[config.mk]
export PLATFORM = sky130hd
export DESIGN_NAME = fetch_unit_flat
export DESIGN_NICKNAME = d
export VERILOG_FILES = /design/src/rtl/cpu_types_pkg.sv /design/src/rtl/fetch_unit_if.sv /design/src/rtl/fetch_skid_buf.sv /design/src/rtl/fetch_unit.sv /design/src/flat_wrapper.sv
export SDC_FILE = /design/constraint.sdc
export NUM_CORES = 1
export LEC_CHECK = 0
export BUFFER_PORTS_ARGS = -buffer_cell sky130_fd_sc_hd__buf_4
export CAP_MARGIN = 20
export CORE_MARGIN = 3
export CORE_UTILIZATION = 48
export CTS_BUF_LIST = sky130_fd_sc_hd__clkbuf_8
export CTS_CLUSTER_DIAMETER = 150
export DETAILED_ROUTE_END_ITERATION = 10
export PLACE_DENSITY = 0.79
export SLEW_MARGIN = 20
export SYNTH_ARGS = -nofsm -noshare
export SYNTH_HDL_FRONTEND = slang
export SYNTH_SLANG_ARGS = --single-unit
[constraint.sdc]
create_clock -name CLK -period 2.02 [get_ports CLK]
set_clock_uncertainty 0.2 [all_clocks]
set_input_delay 0.202 -clock CLK [delete_from_list [all_inputs] [get_ports CLK]]
set_output_delay 0.202 -clock CLK [all_outputs]
set_load 0.005 [all_outputs]
[src/rtl/cpu_types_pkg.sv]
// Shared CPU types for the fetch front end: fetch FSM states, word type and PC arithmetic.
package cpu_types_pkg;

    typedef logic [31:0] word_t;

    typedef enum logic [1:0] {
        StRun,
        StHold,
        StHalted
    } fetch_state_t;

    localparam word_t PC_INC = 32'd4;

    // Instruction addresses are always word aligned.
    function automatic word_t word_align(word_t addr);
        return {addr[31:2], 2'b00};
    endfunction

endpackage

[src/rtl/fetch_unit_if.sv]
// Instruction-cache request/response bus between the fetch unit (master) and the icache (slave).
interface fetch_unit_if;

    logic                      ihit;
    cpu_types_pkg::word_t      imemload;
    logic                      imemREN;
    cpu_types_pkg::word_t      imemaddr;

    modport master (
        input  ihit,
        input  imemload,
        output imemREN,
        output imemaddr
    );

    modport slave (
        output ihit,
        output imemload,
        input  imemREN,
        input  imemaddr
    );

endinterface

[src/rtl/fetch_skid_buf.sv]
// One-entry skid buffer holding a fetched instruction and its PC+4 while the pipeline stalls.
module fetch_skid_buf
    import cpu_types_pkg::*;
(
    input  logic  CLK,
    input  logic  nRST,
    input  logic  load_i,
    input  logic  clear_i,
    input  word_t npc_i,
    input  word_t instr_i,
    output word_t buf_npc_o,
    output word_t buf_instr_o,
    output logic  buf_valid_o
);

    word_t npc_q;
    word_t instr_q;
    logic  valid_q;

    // Clear wins over load so a redirect or halt always discards the entry.
    always_ff @(posedge CLK or negedge nRST) begin
        if (!nRST) begin
            npc_q   <= '0;
            instr_q <= '0;
            valid_q <= 1'b0;
        end else if (clear_i) begin
            npc_q   <= '0;
            instr_q <= '0;
            valid_q <= 1'b0;
        end else if (load_i) begin
            npc_q   <= npc_i;
            instr_q <= instr_i;
            valid_q <= 1'b1;
        end
    end

    assign buf_npc_o   = npc_q;
    assign buf_instr_o = instr_q;
    assign buf_valid_o = valid_q;

endmodule

[src/rtl/fetch_unit.sv]
// Instruction fetch front end: PC, icache requests, stall skid buffer, redirect and halt handling.
module fetch_unit
    import cpu_types_pkg::*;
#(
    parameter logic [31:0] PC_INIT = 32'h0000_0000
) (
    input  logic                CLK,
    input  logic                nRST,
    fetch_unit_if.master        icache,
    input  logic                stall,
    input  logic                redirect_en,
    input  word_t               redirect_pc,
    input  logic                halt,
    output word_t               npc_o,
    output word_t               instr_o,
    output logic                pipe_en_o,
    output logic                flush_o
);

    fetch_state_t state_q, state_d;
    word_t        pc_q, pc_d;
    word_t        pc_inc;
    logic         buf_load, buf_clear, buf_valid;
    word_t        buf_npc, buf_instr;

    assign pc_inc = pc_q + PC_INC;

    fetch_skid_buf u_skid_buf (
        .CLK         (CLK),
        .nRST        (nRST),
        .load_i      (buf_load),
        .clear_i     (buf_clear),
        .npc_i       (pc_inc),
        .instr_i     (icache.imemload),
        .buf_npc_o   (buf_npc),
        .buf_instr_o (buf_instr),
        .buf_valid_o (buf_valid)
    );

    always_ff @(posedge CLK or negedge nRST) begin
        if (!nRST) begin
            state_q <= StRun;
            pc_q    <= PC_INIT;
        end else begin
            state_q <= state_d;
            pc_q    <= pc_d;
        end
    end

    always_comb begin
        state_d   = state_q;
        pc_d      = pc_q;
        buf_load  = 1'b0;
        buf_clear = 1'b0;
        if (redirect_en) begin
            state_d   = StRun;
            pc_d      = word_align(redirect_pc);
            buf_clear = 1'b1;
        end else if (halt) begin
            state_d   = StHalted;
            buf_clear = 1'b1;
        end else begin
            unique case (state_q)
                StRun: begin
                    if (icache.ihit) begin
                        pc_d = pc_inc;
                        if (stall) begin
                            buf_load = 1'b1;
                            state_d  = StHold;
                        end
                    end
                end
                StHold: begin
                    if (!stall) begin
                        state_d   = StRun;
                        buf_clear = 1'b1;
                    end
                end
                StHalted: ;
                default: state_d = StRun;
            endcase
        end
    end

    // Pipeline-facing outputs are forced to zero while reset is held.
    always_comb begin
        icache.imemREN  = (state_q == StRun);
        icache.imemaddr = pc_q;
        npc_o           = '0;
        instr_o         = '0;
        pipe_en_o       = 1'b0;
        flush_o         = 1'b0;
        if (nRST) begin
            flush_o = redirect_en;
            unique case (state_q)
                StRun: begin
                    npc_o     = pc_inc;
                    instr_o   = icache.imemload;
                    pipe_en_o = icache.ihit && !stall && !redirect_en && !halt;
                end
                StHold: begin
                    npc_o     = buf_npc;
                    instr_o   = buf_instr;
                    pipe_en_o = buf_valid && !stall && !redirect_en && !halt;
                end
                StHalted: ;
                default: ;
            endcase
        end
    end

endmodule

[src/flat_wrapper.sv]
// flat-port wrapper written by rule: the top's interface ports become plain ports
module fetch_unit_flat import cpu_types_pkg::*;
#(
    parameter logic [31:0] PC_INIT = 32'h0000_0000
)
  (CLK, nRST, stall, redirect_en, redirect_pc, halt, npc_o, instr_o, pipe_en_o, flush_o, icache_ihit, icache_imemload, icache_imemREN, icache_imemaddr);
  fetch_unit_if icache_i ();
  input  logic CLK;
  input  logic nRST;
  input  logic stall;
  input  logic redirect_en;
  input  word_t redirect_pc;
  input  logic halt;
  output word_t npc_o;
  output word_t instr_o;
  output logic pipe_en_o;
  output logic flush_o;
  input wire logic [$bits(icache_i.ihit)-1:0] icache_ihit;
  input wire logic [$bits(icache_i.imemload)-1:0] icache_imemload;
  output wire logic [$bits(icache_i.imemREN)-1:0] icache_imemREN;
  output wire logic [$bits(icache_i.imemaddr)-1:0] icache_imemaddr;
  assign icache_i.ihit = icache_ihit;
  assign icache_i.imemload = icache_imemload;
  assign icache_imemREN = icache_i.imemREN;
  assign icache_imemaddr = icache_i.imemaddr;
  fetch_unit #(.PC_INIT(PC_INIT)) u_core (.CLK(CLK), .nRST(nRST), .icache(icache_i), .stall(stall), .redirect_en(redirect_en), .redirect_pc(redirect_pc), .halt(halt), .npc_o(npc_o), .instr_o(instr_o), .pipe_en_o(pipe_en_o), .flush_o(flush_o));
endmodule
==> impl_metrics.py, run 1 <==
metrics = {
    "logic_synthesis": {
        "synth-seq-cells": 95,
        "synth_edf_count": 0,
        "yosysUniqueCellTypes": 53,
        "yosys-top-cells-count": "nand2_1, dfrtp_1, nor2_1, o21ai_0, a22o_1",
        "ys_seq_area_share_pct": 44.4,
        "avgSynthCellArea_um2": 9.04,
        "yosysMostFrequentCell": "nand2_1",
        "synth_flop_cell": "dfrtp_1",
        "synth_top_cell_by_area": "dfrtp_1",
        "synth_top_area_share_pct": 44.4,
        "synth.area.top_cells": "dfrtp_1, nand2_1, mux2i_1, a22o_1, o21ai_0",
        "synthCells": 592,
        "synthesis.area_um2": 5350,
        "yosys_warnings": 0,
        "async_flop_share_pct": 100,
    },
    "global_route": {
        "overflow": 0,
        "grt_max_degree": 46,
        "grt_pass1_wl_mm": 29.8,
        "antenna_found_initial": 0,
        "grt_pass1_vias": 5859,
        "grt_use_total_pct": 29.3,
    },
    "cts": {
        "cts_buffers": 9,
        "ctsLongestPathBuffers": 2,
        "tritoncts": "yes",
        "ctsHtreeMaxLevel": 3,
        "path_clk_slew_ns": 0.09,
        "clock-sinks": 95,
        "clock_latency_ns": 0.37,
        "ctsRootBufferMaster": "clkbuf_8",
    },
    "status": {
        "status": "finished with violations",
        "violations": "negative setup slack",
    },
    "detailed_routing": {
        "wl_per_cell_um": 19.7,
        "vias": 6096,
        "routed_wl_mm": 20.6,
        "post-route-drc-count": 0,
        "initialDrtViolationCount": 618,
        "drt_first_pass_iters": 6,
        "vias_per_cell": 5.83,
        "ant_nets": 0,
    },
    "timing": {
        "rsz0062_at_grt": "true",
        "hold_slack_ns": 0.290,
        "tightest_slew_ns": 0.618,
        "setup_ws_ns": -0.549,
        "finalHoldViolations": 0,
        "fin_crit_ns": 2.57,
        "period_share_pct": 127,
        "maxSlewViolCount": 0,
        "slew_headroom_pct": 58.8,
        "fmax_ghz": 0.389,
        "finalSetupViolCount": 42,
    },
    "placement": {
        "hpwl_mm": 11.9,
        "place_congestion": 0.902,
        "io_buffers": 162,
    },
    "worst_setup_path": {
        "ff2ff_path_depth": 8,
        "cp_max_fo": 3,
        "rrSetupSlack_ns": -0.18,
        "endpoint": "npc_o[28]",
        "r2r-end": "u_core.icache.imemaddr[23]$_DFFE_PN0P_",
        "end_kind": "primary output",
        "arrival_ns": 2.17,
        "crit_start": "u_core.icache.imemaddr[20]$_DFFE_PN0P_",
        "crit_required_ns": 1.62,
        "timing.rr.start": "u_core.icache.imemaddr[3]$_DFFE_PN0P_",
        "crit_type": "flop to primary output",
        "start_kind": "flop",
    },
    "pwr": {
        "ir_drop_uv": 428,
        "p_total_mw": 4.79,
        "power.density_nw_per_um2": 537,
        "p_sw_share_pct": 30.1,
        "total_leakage_power_nw": 4.09,
        "comb_power_share_pct": 28.4,
        "p_sw_mw": 1.44,
        "pwr-share-clk_pct": 28.8,
        "p_int_mw": 3.35,
        "share_seq_of_total_power_pct": 42.8,
    },
    "final_layout": {
        "synthToLayoutAreaGrowth_pct": 66.7,
        "finalNetCount": 976,
        "drive_above_1_share_pct": 39.6,
        "nFillCells": 573,
        "diodes": 0,
    },
    "floorplan": {
        "coreArea_um2": 10600,
        "die_area_um2": 12500,
        "die_h_um": 112,
        "num_rows": 37,
        "die_w_um": 112,
        "io_pins": 169,
        "initial_utilization_pct": 50.5,
    },
    "run": {
        "cap_viol_max_count": 0,
    },
    "worst_hold_path": {
        "min_path_type": "flop to flop",
    },
}
logic make-up (layout without fill, tap and decap cells):
kind of cell | after synthesis | count (layout) | synth area share [%]
xor gates and xnor gates | 37 | 37 | 6.06
AOI/OAI and AO/OA | 136 | 136 | 16.9
other | 1 | 4 | 0.0701
DFF | 95 | 95 | 44.4
buffers and inverters | 49 | 364 | 4.19
muxes | 34 | 34 | 6.36
adders and majority gates | 1 | 1 | 0.234
and+or+nand+nor | 239 | 239 | 21.8
final cells by class:
cell class | instances | area, um2 | share of cell area [%]
inverter | 4 | 15.0 | 0.168
clock inverter | 4 | 51.3 | 0.575
timing repair buffer | 344 | 2960 | 33.2
sequential | 95 | 2380 | 26.7
tap | 136 | 170 | 1.91
multi-input combinational | 451 | 3180 | 35.6
clock buffer | 12 | 165 | 1.85
layout by cell type, fill, tap and decap left out, types with 12 or more instances in the layout:
cell type	count
dlygate4sd3_1	68
o21ai_0	36
mux2i_1	29
dfrtp_1	92
nand3_1	16
nor2_1	59
clkbuf_8	12
nand2_1	97
buf_6	17
o21ai_1	24
buf_4	249
o211ai_1	13
xor2_1	18
a22o_1	35
through the flow:
stage	TNS, ns	util, %	worst slack [ns]	area [um2]	std cells
after floorplan	0	-	0.0162	5400	595
after global placement	-0.829	68.1	-0.107	7220	926
after detailed placement	-1.47	68.1	-0.136	7220	926
after CTS	-9.84	79.5	-0.489	8430	1026
after global routing	-16.52	84.1	-0.639	8920	1046
final	-12.28	84.1	-0.549	8920	1046
critical path: stages, from the launching register on:
cell,delay (ns)
dfrtp_1,0.37
nand2_1,0.18
buf_4,0.21
nor3_1,0.32
nand4_1,0.22
xor2_1,0.26
o21ai_1,0.10
buf_4,0.14
routing by layer:
metal | part of all wire (%) | wire length [um] | track usage [%]
met1 | 38 | 7920 | 38.4
met2 | 50 | 10400 | 50.9
met3 | 7.8 | 1600 | 4.24
met4 | 3.4 | 693 | 7.87
met5 | 0 | 0 | 0
power groups by stage:
| stage | Sequential, mW | Clock (mW) | Combinational [mW] |
|---|---|---|---|
| after global placement | 2.08 | 0 | 1.01 |
| after CTS | 2.04 | 1.38 | 1.21 |
| after global routing | 2.06 | 1.47 | 1.44 |
| final | 2.05 | 1.38 | 1.36 |
| after floorplan | 2.12 | 0 | 0.397 |
| after detailed placement | 2.08 | 0 | 1.03 |
sequential cells by signal (all words and copies together), names as in the netlist:
signal                         flops
u_core.u_skid_buf.buf_npc_o       30
u_core.state_q                     2
u_core.u_skid_buf.buf_instr_o     32
u_core.u_skid_buf.buf_valid_o      1
u_core.icache.imemaddr            30
worst min path at each step:
| stage | start | cells past startpoint | slack, ns | end |
|---|---|---|---|---|
| floorplan | nRST | 0 | -0.29 | u_core.icache.imemaddr[10]$_DFFE_PN0P_ |
| global placement | nRST | 2 | 0.06 | u_core.u_skid_buf.buf_valid_o$_DFFE_PN0P_ |
| detailed placement | nRST | 2 | 0.06 | u_core.state_q[0]$_DFFE_PN0P_ |
| CTS | icache_ihit | 5 | 0.27 | u_core.icache.imemaddr[3]$_DFFE_PN0P_ |
| global route | icache_ihit | 5 | 0.29 | u_core.icache.imemaddr[2]$_DFFE_PN0P_ |
| finish | u_core.u_skid_buf.buf_npc_o[2]$_DFFE_PN0P_ | 2 | 0.29 | u_core.u_skid_buf.buf_npc_o[2]$_DFFE_PN0P_ |
what timing repair did:
| action | in CTS | in global routing |
|---|---|---|
| endpoints found under the setup margin | 71 | 86 |
| pin swaps | 24 | 28 |
| gates cloned | 0 | 3 |
| hold endpoints to repair | 160 | 0 |
| gates resized for setup | 51 | 65 |
| setup buffers | 16 | 19 |
| hold buffers | 68 | 0 |
No activity file was read; power rests on OpenSTA's default activity.
==> run 2, diff against run 1 <==
--- a/config.mk
+++ b/config.mk
@@ -5,14 +5,15 @@
 export SDC_FILE = /design/constraint.sdc
 export NUM_CORES = 1
 export LEC_CHECK = 0
+export ABC_CLOCK_PERIOD_IN_PS = 2020
 export BUFFER_PORTS_ARGS = -buffer_cell sky130_fd_sc_hd__buf_4
 export CAP_MARGIN = 20
 export CORE_MARGIN = 3
-export CORE_UTILIZATION = 48
+export CORE_UTILIZATION = 45
 export CTS_BUF_LIST = sky130_fd_sc_hd__clkbuf_8
 export CTS_CLUSTER_DIAMETER = 150
 export DETAILED_ROUTE_END_ITERATION = 10
-export PLACE_DENSITY = 0.79
+export PLACE_DENSITY = 0.75
 export SLEW_MARGIN = 20
 export SYNTH_ARGS = -nofsm -noshare
 export SYNTH_HDL_FRONTEND = slang
==> run 2 against run 1 <==
- the run still ends with negative setup slack left
- sequential power about the same
- worst setup slack worse by 0.057 ns
- count of clock-buffer cells in the layout down 2
- utilization down 6.7 points
- largest cell class unchanged
==> impl_metrics.py, run 2 (synthesized netlist as in run 1, its figures left out) <==
metrics = {
    "status": {
        "status": "finished with violations",
        "violations": "negative setup slack",
    },
    "timing": {
        "tightest_slew_ns": 0.924,
        "slew_headroom_pct": 38.4,
        "hold_slack_ns": 0.0371,
        "finalHoldViolations": 0,
        "finalSetupViolCount": 37,
        "finalSetupTns_ns": -11.69,
        "maxSlewViolCount": 0,
        "period_share_pct": 130,
        "setup_ws_ns": -0.606,
        "fin_crit_ns": 2.63,
        "fmax_ghz": 0.381,
        "rsz0062_at_grt": "true",
    },
    "detailed_routing": {
        "routed_wl_mm": 19.9,
        "vias_per_cell": 5.69,
        "wl_per_cell_um": 19.0,
        "vias": 5949,
        "ant_nets": 0,
        "drt_first_pass_iters": 5,
        "post-route-drc-count": 0,
        "initialDrtViolationCount": 458,
    },
    "worst_setup_path": {
        "cpPeakStageDelay_ns": 0.40,
        "end_kind": "primary output",
        "cpMaxStageDelayCell": "dfrtp_1",
        "crit_required_ns": 1.62,
        "critPathMostFrequentCell": "buf_4",
        "cp_max_fo": 11,
        "timing.rr.start": "u_core.icache.imemaddr[6]$_DFFE_PN0P_",
        "start_kind": "flop",
        "crit_type": "flop to primary output",
        "crit_start": "u_core.icache.imemaddr[6]$_DFFE_PN0P_",
        "endpoint": "npc_o[25]",
        "r2r-end": "u_core.icache.imemaddr[23]$_DFFE_PN0P_",
        "rrSetupSlack_ns": -0.33,
        "ff2ff_path_depth": 9,
        "arrival_ns": 2.22,
        "crit_chain": "nand3_4 > nor4_4 > buf_6 > buf_4 > nand4_4 > xor2_2 > o21ai_1 > buf_4",
    },
    "final_layout": {
        "fin_util_pct": 77.4,
        "layoutNonFillerInstCount": 1046,
        "final_common_cell": "buf_4",
        "largest_register_ffs": 32,
        "drive_above_1_share_pct": 41.0,
        "finalNetCount": 969,
        "synthToLayoutAreaGrowth_pct": 66.6,
        "final_cell_mix": "buf_4, nand2_1, dfrtp_1, dlygate4sd3_1, nor2_1",
        "finalInstanceArea_um2": 8920,
        "nFillCells": 701,
    },
    "floorplan": {
        "die_h_um": 115,
        "die_area_um2": 13200,
        "io_pins": 169,
        "num_rows": 39,
        "coreArea_um2": 11500,
        "die_w_um": 115,
        "initial_utilization_pct": 46.5,
    },
    "cts": {
        "ctsLongestPathBuffers": 2,
        "tritoncts": "yes",
        "cts_buffers": 9,
        "ctsHtreeMaxLevel": 3,
        "clock-sinks": 95,
        "clock_latency_ns": 0.36,
        "ctsRootBufferMaster": "clkbuf_8",
        "path_clk_slew_ns": 0.09,
    },
    "global_route": {
        "antenna_found_initial": 0,
        "grt_pass1_wl_mm": 28.3,
        "grt_use_total_pct": 27.0,
        "grt_max_degree": 74,
        "overflow": 0,
        "grt_pass1_vias": 5590,
    },
    "placement": {
        "hpwl_mm": 11.8,
        "dp_cells": 940,
        "pre_cts_slack_ns": -0.194,
        "io_buffers": 162,
        "placed_area_um2": 7290,
        "place_congestion": 0.844,
    },
    "pwr": {
        "ir_drop_uv": 416,
        "total_leakage_power_nw": 4.05,
        "p_total_mw": 4.77,
        "power.density_nw_per_um2": 535,
    },
    "worst_hold_path": {
        "min_path_type": "input pin to flop",
    },
    "run": {
        "cap_viol_max_count": 0,
    },
}
==> run 2: worst max-delay path, delay by kind of cell (launching register included) <==
kind,cells,cell delay [ns]
xor gates and xnor gates,1,0.19
AOI/OAI and AO/OA,1,0.21
DFF,1,0.40
buffers and inverters,3,0.48
and+or+nand+nor,3,0.56
==> run 2: area by class of cell <==
class                      instances  area [um2]  area share (%)
multi-input combinational        451        3220            36.1
timing repair buffer             337        2900            32.6
sequential                        95        2380            26.7
tap                              143         179            2.01
clock buffer                      10         138            1.54
clock inverter                     5        73.8           0.828
inverter                           4        15.0           0.168
antenna                            1        2.50          0.0281
==> run 2: worst min path at each step <==
stage	from	end	slack [ns]	cells after the start
6_report	halt	u_core.u_skid_buf.buf_valid_o$_DFFE_PN0P_	0.04	3
5_1_grt	halt	u_core.u_skid_buf.buf_valid_o$_DFFE_PN0P_	0.03	3
4_1_cts	halt	u_core.u_skid_buf.buf_valid_o$_DFFE_PN0P_	0.01	3
3_5_place_dp	nRST	u_core.u_skid_buf.buf_instr_o[3]$_DFFE_PN0P_	0.10	2
3_3_place_gp	nRST	u_core.u_skid_buf.buf_npc_o[3]$_DFFE_PN0P_	0.09	2
2_1_floorplan	nRST	u_core.icache.imemaddr[10]$_DFFE_PN0P_	-0.29	0
==> run 2: timing repair <==
item / 4_1_cts / 5_1_grt
pin swaps: 12 / 27
hold buffers: 68 / 0
setup endpoints to repair: 67 / 79
hold endpoints to repair: 148 / 0
gates cloned: 0 / 2
buffers inserted: 6 / 15
gates resized for setup: 48 / 86
==> run 2: power by group <==
group	total (mW)	internal [mW]	switching, mW
logic	1.35	0.688	0.659
clock network	1.37	0.717	0.651
registers	2.05	1.98	0.0701
total	4.77	3.39	1.38
==> run 2: per-layer routing <==
layer	global-route usage [%]	share of wire (%)	routed length [um]
met1	35.2	40	7870
met2	45.9	51	10100
met5	0	0	0
met4	8.61	2.3	466
met3	4.63	7.4	1470
==> run 3, diff against run 2 <==
--- a/config.mk
+++ b/config.mk
@@ -14,6 +14,8 @@
 export CTS_CLUSTER_DIAMETER = 150
 export DETAILED_ROUTE_END_ITERATION = 10
 export PLACE_DENSITY = 0.75
+export REMOVE_ABC_BUFFERS = 1
+export SETUP_SLACK_MARGIN = 0.2
 export SLEW_MARGIN = 20
 export SYNTH_ARGS = -nofsm -noshare
 export SYNTH_HDL_FRONTEND = slang
==> run 3 against run 2 <==
- the flow finishes with violations (negative hold slack, negative setup slack)
- first-iteration DRC count is 69% higher
- worst setup slack worse by 0.093 ns
- wire length is 31% higher
- final cell count grew 4.4%
- sequential power about the same
- critical path depth decreased by 1
- non-clock buffer count up 45
- global-route usage rose by 5.3 points
- sequential share of layout area decreased by 2.7 points
- power is 5.9% higher
- combinational power rose by 20%
- largest power group unchanged
==> impl_metrics.py, run 3 (synthesized netlist as in run 1, its figures left out) <==
metrics = {
    "detailed_routing": {
        "wl_met2_mm": 12.8,
        "m1WireLength_mm": 8.87,
        "vias": 6820,
        "post-route-drc-count": 0,
        "ant_nets": 0,
        "routed_wl_mm": 26.0,
        "wl_per_cell_um": 23.8,
        "top_layer_used": "met5",
        "initialDrtViolationCount": 776,
        "drt_first_pass_iters": 6,
        "vias_per_cell": 6.25,
        "wl_met3_mm": 2.53,
    },
    "cts": {
        "ctsHtreeMaxLevel": 3,
        "path_clk_slew_ns": 0.11,
        "tritoncts": "yes",
        "clock_latency_ns": 0.39,
        "clock-sinks": 95,
        "cts_buffers": 9,
        "ctsRootBufferMaster": "clkbuf_8",
        "ctsLongestPathBuffers": 2,
    },
    "worst_setup_path": {
        "critPathMostFrequentCell": "buf_4",
        "crit_type": "flop to primary output",
        "crit_chain": "nand4_1 > nor4_4 > buf_4 > nand2_1 > xor2_1 > o21ai_1 > buf_4",
        "crit_required_ns": 1.62,
        "cpMaxStageDelayCell": "nor4_4",
        "cp_max_fo": 5,
        "start_kind": "flop",
        "end_kind": "primary output",
        "arrival_ns": 2.32,
        "cpPeakStageDelay_ns": 0.42,
    },
    "global_route": {
        "overflow": 0,
        "grt_pass1_wl_mm": 33.4,
        "grt_max_degree": 76,
        "antenna_found_initial": 1,
        "grt_use_total_pct": 32.3,
        "grt_pass1_vias": 6322,
    },
    "placement": {
        "place_congestion": 0.929,
        "hpwl_mm": 11.5,
        "io_buffers": 162,
    },
    "run": {
        "cap_viol_max_count": 0,
    },
    "final_layout": {
        "drive_above_1_share_pct": 48.9,
        "diodes": 0,
        "final_cell_mix": "buf_4, dfrtp_1, dlygate4sd3_1, nand2_1, nor2_1",
        "synthToLayoutAreaGrowth_pct": 85.3,
        "finalNetCount": 1015,
        "final_common_cell": "buf_4",
        "largest_register_ffs": 32,
    },
    "pwr": {
        "p_sw_share_pct": 32.9,
        "p_total_mw": 5.05,
        "comb_power_share_pct": 32.1,
        "p_sw_mw": 1.66,
        "pwr-share-clk_pct": 26.9,
        "total_leakage_power_nw": 4.65,
        "power.density_nw_per_um2": 509,
        "ir_drop_uv": 332,
        "p_int_mw": 3.39,
        "share_seq_of_total_power_pct": 41.0,
    },
    "floorplan": {
        "io_pins": 169,
        "coreArea_um2": 11500,
        "die_area_um2": 13200,
        "die_h_um": 115,
        "initial_utilization_pct": 46.5,
        "die_w_um": 115,
        "num_rows": 39,
    },
    "worst_hold_path": {
        "min_path_type": "input pin to async pin",
    },
    "status": {
        "violations": "negative hold slack, negative setup slack",
        "status": "finished with violations",
    },
    "timing": {
        "maxSlewViolCount": 0,
        "period_share_pct": 135,
        "setup_ws_ns": -0.698,
        "tightest_slew_ns": 0.990,
        "fmax_ghz": 0.368,
        "finalHoldViolations": 1,
        "fin_crit_ns": 2.72,
        "finalSetupViolCount": 147,
        "slew_headroom_pct": 34.0,
        "hold_slack_ns": -0.000199,
        "rsz0062_at_grt": "true",
    },
}
==> run 3: changes by cell type in the layout (fill, tap and decap cells not counted), sizes merged <==
cell	before	now
buf	268	313
clkinvlp	0	2
dlygate4sd3	68	66
bufinv	2	1
clkinv	2	3
diode	1	0
dlymetal6s4s	0	1
nand2	101	102
==> run 3: cell type report <==
cell class | count | area, um2
Clock buffer | 9 | 124
Tap cell | 143 | 179
Clock inverter | 7 | 72.6
Multi-Input combinational cell | 452 | 3470
Timing Repair Buffer | 382 | 3670
Inverter | 4 | 22.5
Fill cell | 480 | 1600
Sequential cell | 95 | 2380
==> run 3: path summary, 6_finish.rpt <==
check	start	endpoint	slack, ns	depth (start not counted)
setup / recovery	u_core.icache.imemaddr[18]$_DFFE_PN0P_	npc_o[21]	-0.70	7
hold / removal	nRST	u_core.state_q[0]$_DFFE_PN0P_	-0.0002	4
setup reg to reg	u_core.icache.imemaddr[18]$_DFFE_PN0P_	u_core.icache.imemaddr[29]$_DFFE_PN0P_	-0.32	8
hold reg to reg	u_core.u_skid_buf.buf_npc_o[17]$_DFFE_PN0P_	u_core.u_skid_buf.buf_npc_o[17]$_DFFE_PN0P_	0.32	2
max in group asynchronous	nRST	u_core.u_skid_buf.buf_npc_o[17]$_DFFE_PN0P_	0.73	3
min in group CLK	halt	u_core.icache.imemaddr[16]$_DFFE_PN0P_	0.14	4
==> run 3: power groups by stage <==
stage               combinational (mW)  sequential, mW  clock (mW)
global placement                 0.996            2.08           0
detailed placement                1.01            2.08           0
floorplan                        0.335            2.13           0
global route                      1.70            2.07        1.42
finish                            1.62            2.07        1.36
CTS                               1.37            2.05        1.31
==> run 3: worst max-delay path, delay by kind of cell, from the launching register on <==
| family | cells | cell delay, ns |
|---|---|---|
| compound gates | 1 | 0.25 |
| buf+inv | 2 | 0.40 |
| flops | 1 | 0.39 |
| xor+xnor | 1 | 0.17 |
| simple gates | 3 | 0.72 |
==> run 3: layer usage <==
layer  global-route usage, %  vias up
met2                    55.5      567
met4                    15.1        2
met3                    5.53      164
met5                       0        -
li1                        -     2791
met1                    39.5     3296
==> run 3: what timing repair did <==
item | 4_1_cts | 5_1_grt
endpoints found under the setup margin | 152 | 155
buffers inserted | 38 | 27
gates cloned | 13 | 4
gates resized for setup | 176 | 117
hold endpoints to repair | 160 | 20
hold buffers | 67 | 1
pin swaps | 55 | 65
==> run 3: through the flow <==
stage	utilization (%)	instance area [um2]	instances	setup TNS, ns	setup slack, ns
floorplan	-	5150	550	-222.61	-2.64
global placement	61.7	7110	926	-1.13	-0.159
detailed placement	61.7	7110	926	-2.05	-0.200
CTS	79.4	9140	1060	-15.34	-0.492
global route	86.1	9920	1092	-41.81	-0.710
finish	86.1	9920	1092	-35.51	-0.698
